`config.mk`:
```
export PLATFORM = sky130hd
export DESIGN_NAME = reg_file_32x32
export DESIGN_NICKNAME = d
export VERILOG_FILES = /design/src/rtl/reg_file_32x32.sv
export SDC_FILE = /design/constraint.sdc
export NUM_CORES = 2
export LEC_CHECK = 0
export BUFFER_PORTS_ARGS = -buffer_cell sky130_fd_sc_hd__buf_2
export CORE_MARGIN = 2
export CORE_UTILIZATION = 29
export CTS_CLUSTER_DIAMETER = 30
export DETAILED_ROUTE_END_ITERATION = 7
export PLACE_DENSITY = 0.52
export SKIP_CTS_REPAIR_TIMING = 1
export SLEW_MARGIN = 25
export SYNTH_ARGS = -nofsm -noshare
export SYNTH_HDL_FRONTEND = slang
export SYNTH_SLANG_ARGS = --single-unit
```
`constraint.sdc`:
```
create_clock -name clk -period 2 [get_ports clk]
set_input_delay 0.1 -clock clk [delete_from_list [all_inputs] [get_ports clk]]
set_output_delay 0.1 -clock clk [all_outputs]
set_load 0.1 [all_outputs]
```
`src/rtl/reg_file_32x32.sv`:
```
// 32x32 register file for the single-cycle KGP-RISC datapath: async reads, one main and one link write per edge.
// Writes visible the cycle after their edge; no handshake, every write is accepted each cycle.
module reg_file_32x32 #(
   parameter int DATA_W   = 32,
   parameter int NREG     = 32,
   parameter int ZERO_REG = 1,
   parameter int LINK_REG = 31,
   parameter int CNT_W    = 16
) (
   input  logic              clk,
   input  logic              rst_n,
   input  logic [4:0]        rd_addr1,
   input  logic [4:0]        rd_addr2,
   output logic [DATA_W-1:0] rd_data1,
   output logic [DATA_W-1:0] rd_data2,
   input  logic              wr_en,
   input  logic [4:0]        wr_addr,
   input  logic [DATA_W-1:0] wr_data,
   input  logic              link_en,
   input  logic [DATA_W-1:0] link_data,
   input  logic [4:0]        dbg_addr,
   output logic [DATA_W-1:0] dbg_data,
   output logic [CNT_W-1:0]  wr_cnt
);

   localparam logic [5:0] NREG_L = 6'(NREG);
   localparam logic [4:0] LINK_A = 5'(LINK_REG);

   logic [DATA_W-1:0] r_regs [NREG];
   logic [CNT_W-1:0]  r_cnt;
   logic              w_main_ok;
   logic              w_link_ok;
   logic [CNT_W:0]    w_cnt_sum;

   // An address is live if it maps to real storage and is not the hardwired zero register.
   function automatic logic f_addr_live(input logic [4:0] a);
      return ({1'b0, a} < NREG_L) && !((ZERO_REG != 0) && (a == 5'd0));
   endfunction

   // No write-to-read bypass: a bypass would loop through the ALU in a single-cycle core.
   function automatic logic [DATA_W-1:0] f_read(input logic [4:0] a);
      logic [DATA_W-1:0] v;
      v = '0;
      if (f_addr_live(a)) v = r_regs[a];
      return v;
   endfunction

   assign rd_data1 = f_read(rd_addr1);
   assign rd_data2 = f_read(rd_addr2);
   assign dbg_data = f_read(dbg_addr);

   assign w_link_ok = link_en && f_addr_live(LINK_A);
   assign w_main_ok = wr_en && f_addr_live(wr_addr) && !(w_link_ok && (wr_addr == LINK_A));

   assign w_cnt_sum = {1'b0, r_cnt}
                    + {{CNT_W{1'b0}}, w_main_ok}
                    + {{CNT_W{1'b0}}, w_link_ok};

   always_ff @(posedge clk or negedge rst_n) begin
      if (!rst_n) begin
         for (int i = 0; i < NREG; i++) r_regs[i] <= '0;
      end else begin
         if (w_main_ok) r_regs[wr_addr] <= wr_data;
         if (w_link_ok) r_regs[LINK_A]  <= link_data;
      end
   end

   // Carry out of the sum means the increment passed all-ones: clamp there.
   always_ff @(posedge clk or negedge rst_n) begin
      if (!rst_n) r_cnt <= '0;
      else        r_cnt <= w_cnt_sum[CNT_W] ? '1 : w_cnt_sum[CNT_W-1:0];
   end

   assign wr_cnt = r_cnt;

endmodule

```
; ---- Word level (Yosys, flattened, before mapping)
; Cells that the tools add are included.
[totals]
regBits = 1040
word_cells = 74
[op_classes]
addsub = 2
magnitude_cmp = 5
eq_ne = 1
mux = 18
n_bitwise = 4
reduce_logical = 11
[op_table]
columns = op, count
row1 = $bwmux 1024, 1
row2 = $bmux 32 s5, 3
row3 = $mux 32, 12
row4 = $demux 32 s5, 1
row5 = $ge 6x6->1 const B, 4
row6 = $not 5->6, 4
row7 = $logic_not 5->1, 4
row8 = $add 16x1->17, 1
row9 = $add 17x1->17, 1
row10 = $mux 16, 1
row11 = $lt 6x1->1 const B, 1
row12 = $eq 5x5->1 const B, 1
row13 = $logic_and 1x1->1, 4
row14 = $logic_not 1->1, 2
row15 = $reduce_bool 2->1, 1

; ---- Longest topological paths before layout
[depth]
depth_word = 8
mapped_depth = 12
depth_no_buf = 10

; ---- Least setup slack after synthesis
; Ideal clock, no wire load.
[synth_timing]
kind = in2out
start = input rd_addr1[0]
end = output rd_data1[11]
arrival_ns = 3.613
t_required_ns = 1.900
setup_slack_ns = -1.713
stages = 7
cell_sequence = buf_2 -> inv_1 -> buf_2 -> buf_2 -> clkbuf_1 -> o2111ai_1 -> a311oi_1
[synth_between]
elab_chain_len = 5
[synth_lines]
columns = element, line_no
row1 = start: declaration, 12  ; input logic [4:0] rd_addr1,
row2 = $not 5->6 (implied by the code), 44  ; if (f_addr_live(a)) v = r_regs[a];
row3 = $bmux 32 s5, 44
row4 = $mux 32 (implied by the code) (2 in series), 44
row5 = $mux 32 (*), 44
row6 = end: declaration, 14  ; output logic [DATA_W-1:0] rd_data1,
; Every way passes the cells marked *; elsewhere a longest branch is shown, timed or not. The select of a mux whose other input is x is not followed.

; ---- Worst setup path in the final report
[layout_timing]
start = register r_regs[616] (netlist bit)
end = output rd_data1[8]
[layout_between]
elab_chain_len = 4
[layout_lines]
columns = element, line_no
row1 = start: declaration, 29  ; logic [DATA_W-1:0] r_regs [NREG];
row2 = start signal: indexed assignment, 63  ; if (w_main_ok) r_regs[wr_addr] <= wr_data;
row3 = start signal: indexed assignment, 64  ; if (w_link_ok) r_regs[LINK_A] <= link_data;
row4 = $bmux 32 s5, 44
row5 = $mux 32 (implied by the code) (2 in series), 44
row6 = $mux 32, 44
; No other way between the ends. The select of a mux whose other input is x is not followed.

==> metrics.md <==
| Metric | Value |
|---|---|
| Largest net degree at the start of global routing | `98` |
| Synth Cell Area | `0.0642 mm²` |
| Critical path, cell by cell | `mux4_2, mux2_2, o21ai_2, buf_4, a311oi_4, buf_12, buf_12` |
| Startpoint Class | `flip-flop` |
| Worst Skew | `0.00809 ns` |
| Met1 wire length | `115 mm` |
| Top Ports | `200` |
| Max Slew Vio Count | `0` |
| EDFF count, synth | `0` |
| First-pass GRT wire length | `390 mm` |
| # rows | `172` |
| MaxCap Viol Count | `0` |
| Final period util | `140%` |
| Core area | `0.220 mm²` |
| Antenna violations before repair | `7` |
| Syn avg cell area | `14.5 µm²` |
| Critical path type | `flip-flop to primary output` |
| Fillers | `19,800` |
| Sequential cell area fraction in the yosys report | `40.6%` |
| CP top delay family | `multiplexers` |
| Routed Antenna Nets | `0` |
| DR WL met2 | `129 mm` |
| Total Routing Usage GR | `24.2%` |
| Post-DP HPWL | `184 mm` |
| FF-to-FF Start | `wr_cnt[0]$_DFF_PN0_` |
| Fin util | `41.9%` |
| PortBufs | `199` |
| Worst hold path type | `primary input to flip-flop` |
| Worst path bufs/invs | `3` |
| Worst path most repeated cell | `buf_12` |
| Final min period | `2.79 ns` |
| Crit path depth | `7` |
| RSZ-0062 raised after global routing | `yes` |
| Final wirelength | `276 mm` |
| Setup crit end kind | `primary output` |
| Via/cell ratio | `5.82` |
| Max Freq | `0.358 GHz` |
| Metal3 WL | `20.3 mm` |
| Gr ovfl total | `0` |
| Latest clock arrival within the worst-skew pair | `0.87 ns` |
| WL per Instance | `32.7 µm` |
| Chip height | `474 µm` |
| Setup crit end | `rd_data1[8]` |
| Starting Density | `29.2%` |
| Gate Count Post-Synth | `4,437` |
| Critical path's largest stage delay | `0.48 ns` |
| Leak | `0.0386 µW` |
| Final Hold Viols | `0` |
| Most common cell after layout, fill and taps aside | `dfrtp_1` |
| Num CTS Buffers | `281` |
| Worst Reg-to-Reg Cells | `9` |
| Critical path peak fanout | `4` |
| Worst-Margin Slew | `0.994 ns` |
| Die X | `474 µm` |
| Die area | `0.225 mm²` |
| CP required | `1.90 ns` |
| Reg2Reg Capture Point | `wr_cnt[14]$_DFF_PN0_` |
| H-tree depth | `5` |
| Clk buf depth | `4` |
| Maximum VDD drop | `0.00153 V` |
| Layout cells sized above 1 | `67.5%` |
| TritonCTS clock tree | `built` |
| Status | `complete, but fails checks` |
| Setup WS post-layout | `-0.794 ns` |
| CP Data Arrival Time | `2.69 ns` |
| Drt first-iter violations | `4,502` |
| Crit-path slowest cell | `mux4_2` |
| CTS clk-pin slew, worst paths | `0.05 ns` |
| CP Launch Point | `r_regs[616]$_DFFE_PN0P_` |
| Power Density | `1080 mW/mm²` |
| Synth Register Bits | `1,040` |
| FF-to-FF setup slack | `-0.14 ns` |
| Final Setup Violations | `111` |
| Setup TNS | `-65.66 ns` |
| Fin nets | `5,378` |
| Layout area overhead | `43.4%` |
| Multi-input combinational cell area | `0.0400 mm²` |
| Drt pass-1 iters | `6` |
| Root buffer cell | `clkbuf_16` |
| Cell variety after synth | `49` |
| Rel. slew slack | `33.5%` |
| Clk sink count | `1,040` |
| Asr flop ratio synth | `100%` |
| Placement Setup Slack | `-0.485 ns` |
| Most frequent cells in the layout | `1,029 x dfrtp_1, 897 x mux2_2, 672 x mux4_2` |
| Failing checks | `negative setup slack` |
| Warnings from Yosys | `0` |
| Hold path start | `wr_en` |
| FF/Latch Area | `0.0260 mm²` |
| Syn Nets | `4,527` |
| DRC errors left | `0` |
| Via count | `49,200` |
| Vias in the first global route | `50,300` |
| Gp weighted congestion | `0.861` |
| Post-synth top flop | `dfrtp_1` |
| Top layer in use | `met5` |
-- worst min path at each step --
stage                     cells past startpoint                      end  slack [ns]
after floorplan                               0    r_regs[0]$_DFFE_PN0P_       -0.20
after global placement                        1  r_regs[463]$_DFFE_PN0P_        0.08
after detailed placement                      1  r_regs[463]$_DFFE_PN0P_        0.08
after CTS                                     1  r_regs[495]$_DFFE_PN0P_       -0.86
after global routing                          5  r_regs[957]$_DFFE_PN0P_        0.04
final                                         5  r_regs[957]$_DFFE_PN0P_        0.03
-- cells in the mapped netlist (16+ instances only) --
cell       count  share of area (%)
a211oi_1      96                1.1
a221oi_1      71               0.97
a22oi_1       96                1.1
a311oi_1      96                1.3
buf_2        183                1.4
buf_4         80               0.94
buf_6         16               0.28
clkbuf_1     252                1.5
dfrtp_1     1040                 41
mux2_2       959                 17
mux2_4        90                2.1
mux2i_1      224                3.5
mux4_2       672                 24
nand2_1      112               0.66
nor2_1        22               0.13
nor2b_1      104                1.0
o2111ai_1     25               0.34
o21ai_0      187                1.5
-- tightest hold or removal path: stages --
cell	delay (ns)
buf_2	0.14
nand2_1	0.08
nor2_1	0.17
nand2_4	0.21
mux2_2	0.17
-- power by group --
part           switching, µW  internal (µW)
Sequential              4130          25100
Clock                  13700          31300
Combinational          11400          13300
Total                  29300          69700
-- sequential cells by signal, summed over array words and instances (netlist names) --
name,cells
r_regs,1024
wr_cnt,16
-- cells by family (layout without fill, tap and decap cells) --
| group | count (synthesis) | after routing | synth area share (%) |
|---|---|---|---|
| AO/OA/AOI/OAI | 593 | 593 | 6.53 |
| XOR/XNOR | 8 | 8 | 0.109 |
| adder cells (fa/ha/maj) | 2 | 2 | 0.0507 |
| buffers and inverters | 549 | 1600 | 4.22 |
| flip-flops | 1040 | 1040 | 40.6 |
| multiplexers | 1953 | 1953 | 46.2 |
| other | 0 | 3 | 0 |
| AND/OR/NAND/NOR | 292 | 292 | 2.38 |
-- through the flow --
step	hold slack (ns)	cell area (µm²)	power, µW	std cells
finish	0.0321	92000	99000	8449
global route	0.0419	92000	102000	8448
CTS	-0.863	89000	97800	8370
detailed placement	0.0779	79600	52500	7887
global placement	0.0826	79600	52000	7887
floorplan	-0.196	67200	44200	4437
-- routing by layer --
| metal | vias up | track usage, % |
|---|---|---|
| met1 | 26700 | 32.4 |
| met4 | 6 | 9.48 |
| met5 | - | 0 |
| li1 | 19500 | - |
| met3 | 615 | 5.21 |
| met2 | 2323 | 38.2 |
-- cell type report --
cell class | instances | share of cell area (%)
inverter | 8 | 0.0435
clock inverter | 119 | 1.64
timing repair buffer | 1109 | 14.0
sequential | 1040 | 28.3
clock buffer | 364 | 8.56
tap | 2958 | 4.02
multi-input combinational | 2848 | 43.5
antenna | 3 | 0.00816
Note: power is estimated with default switching activity, not from simulation.
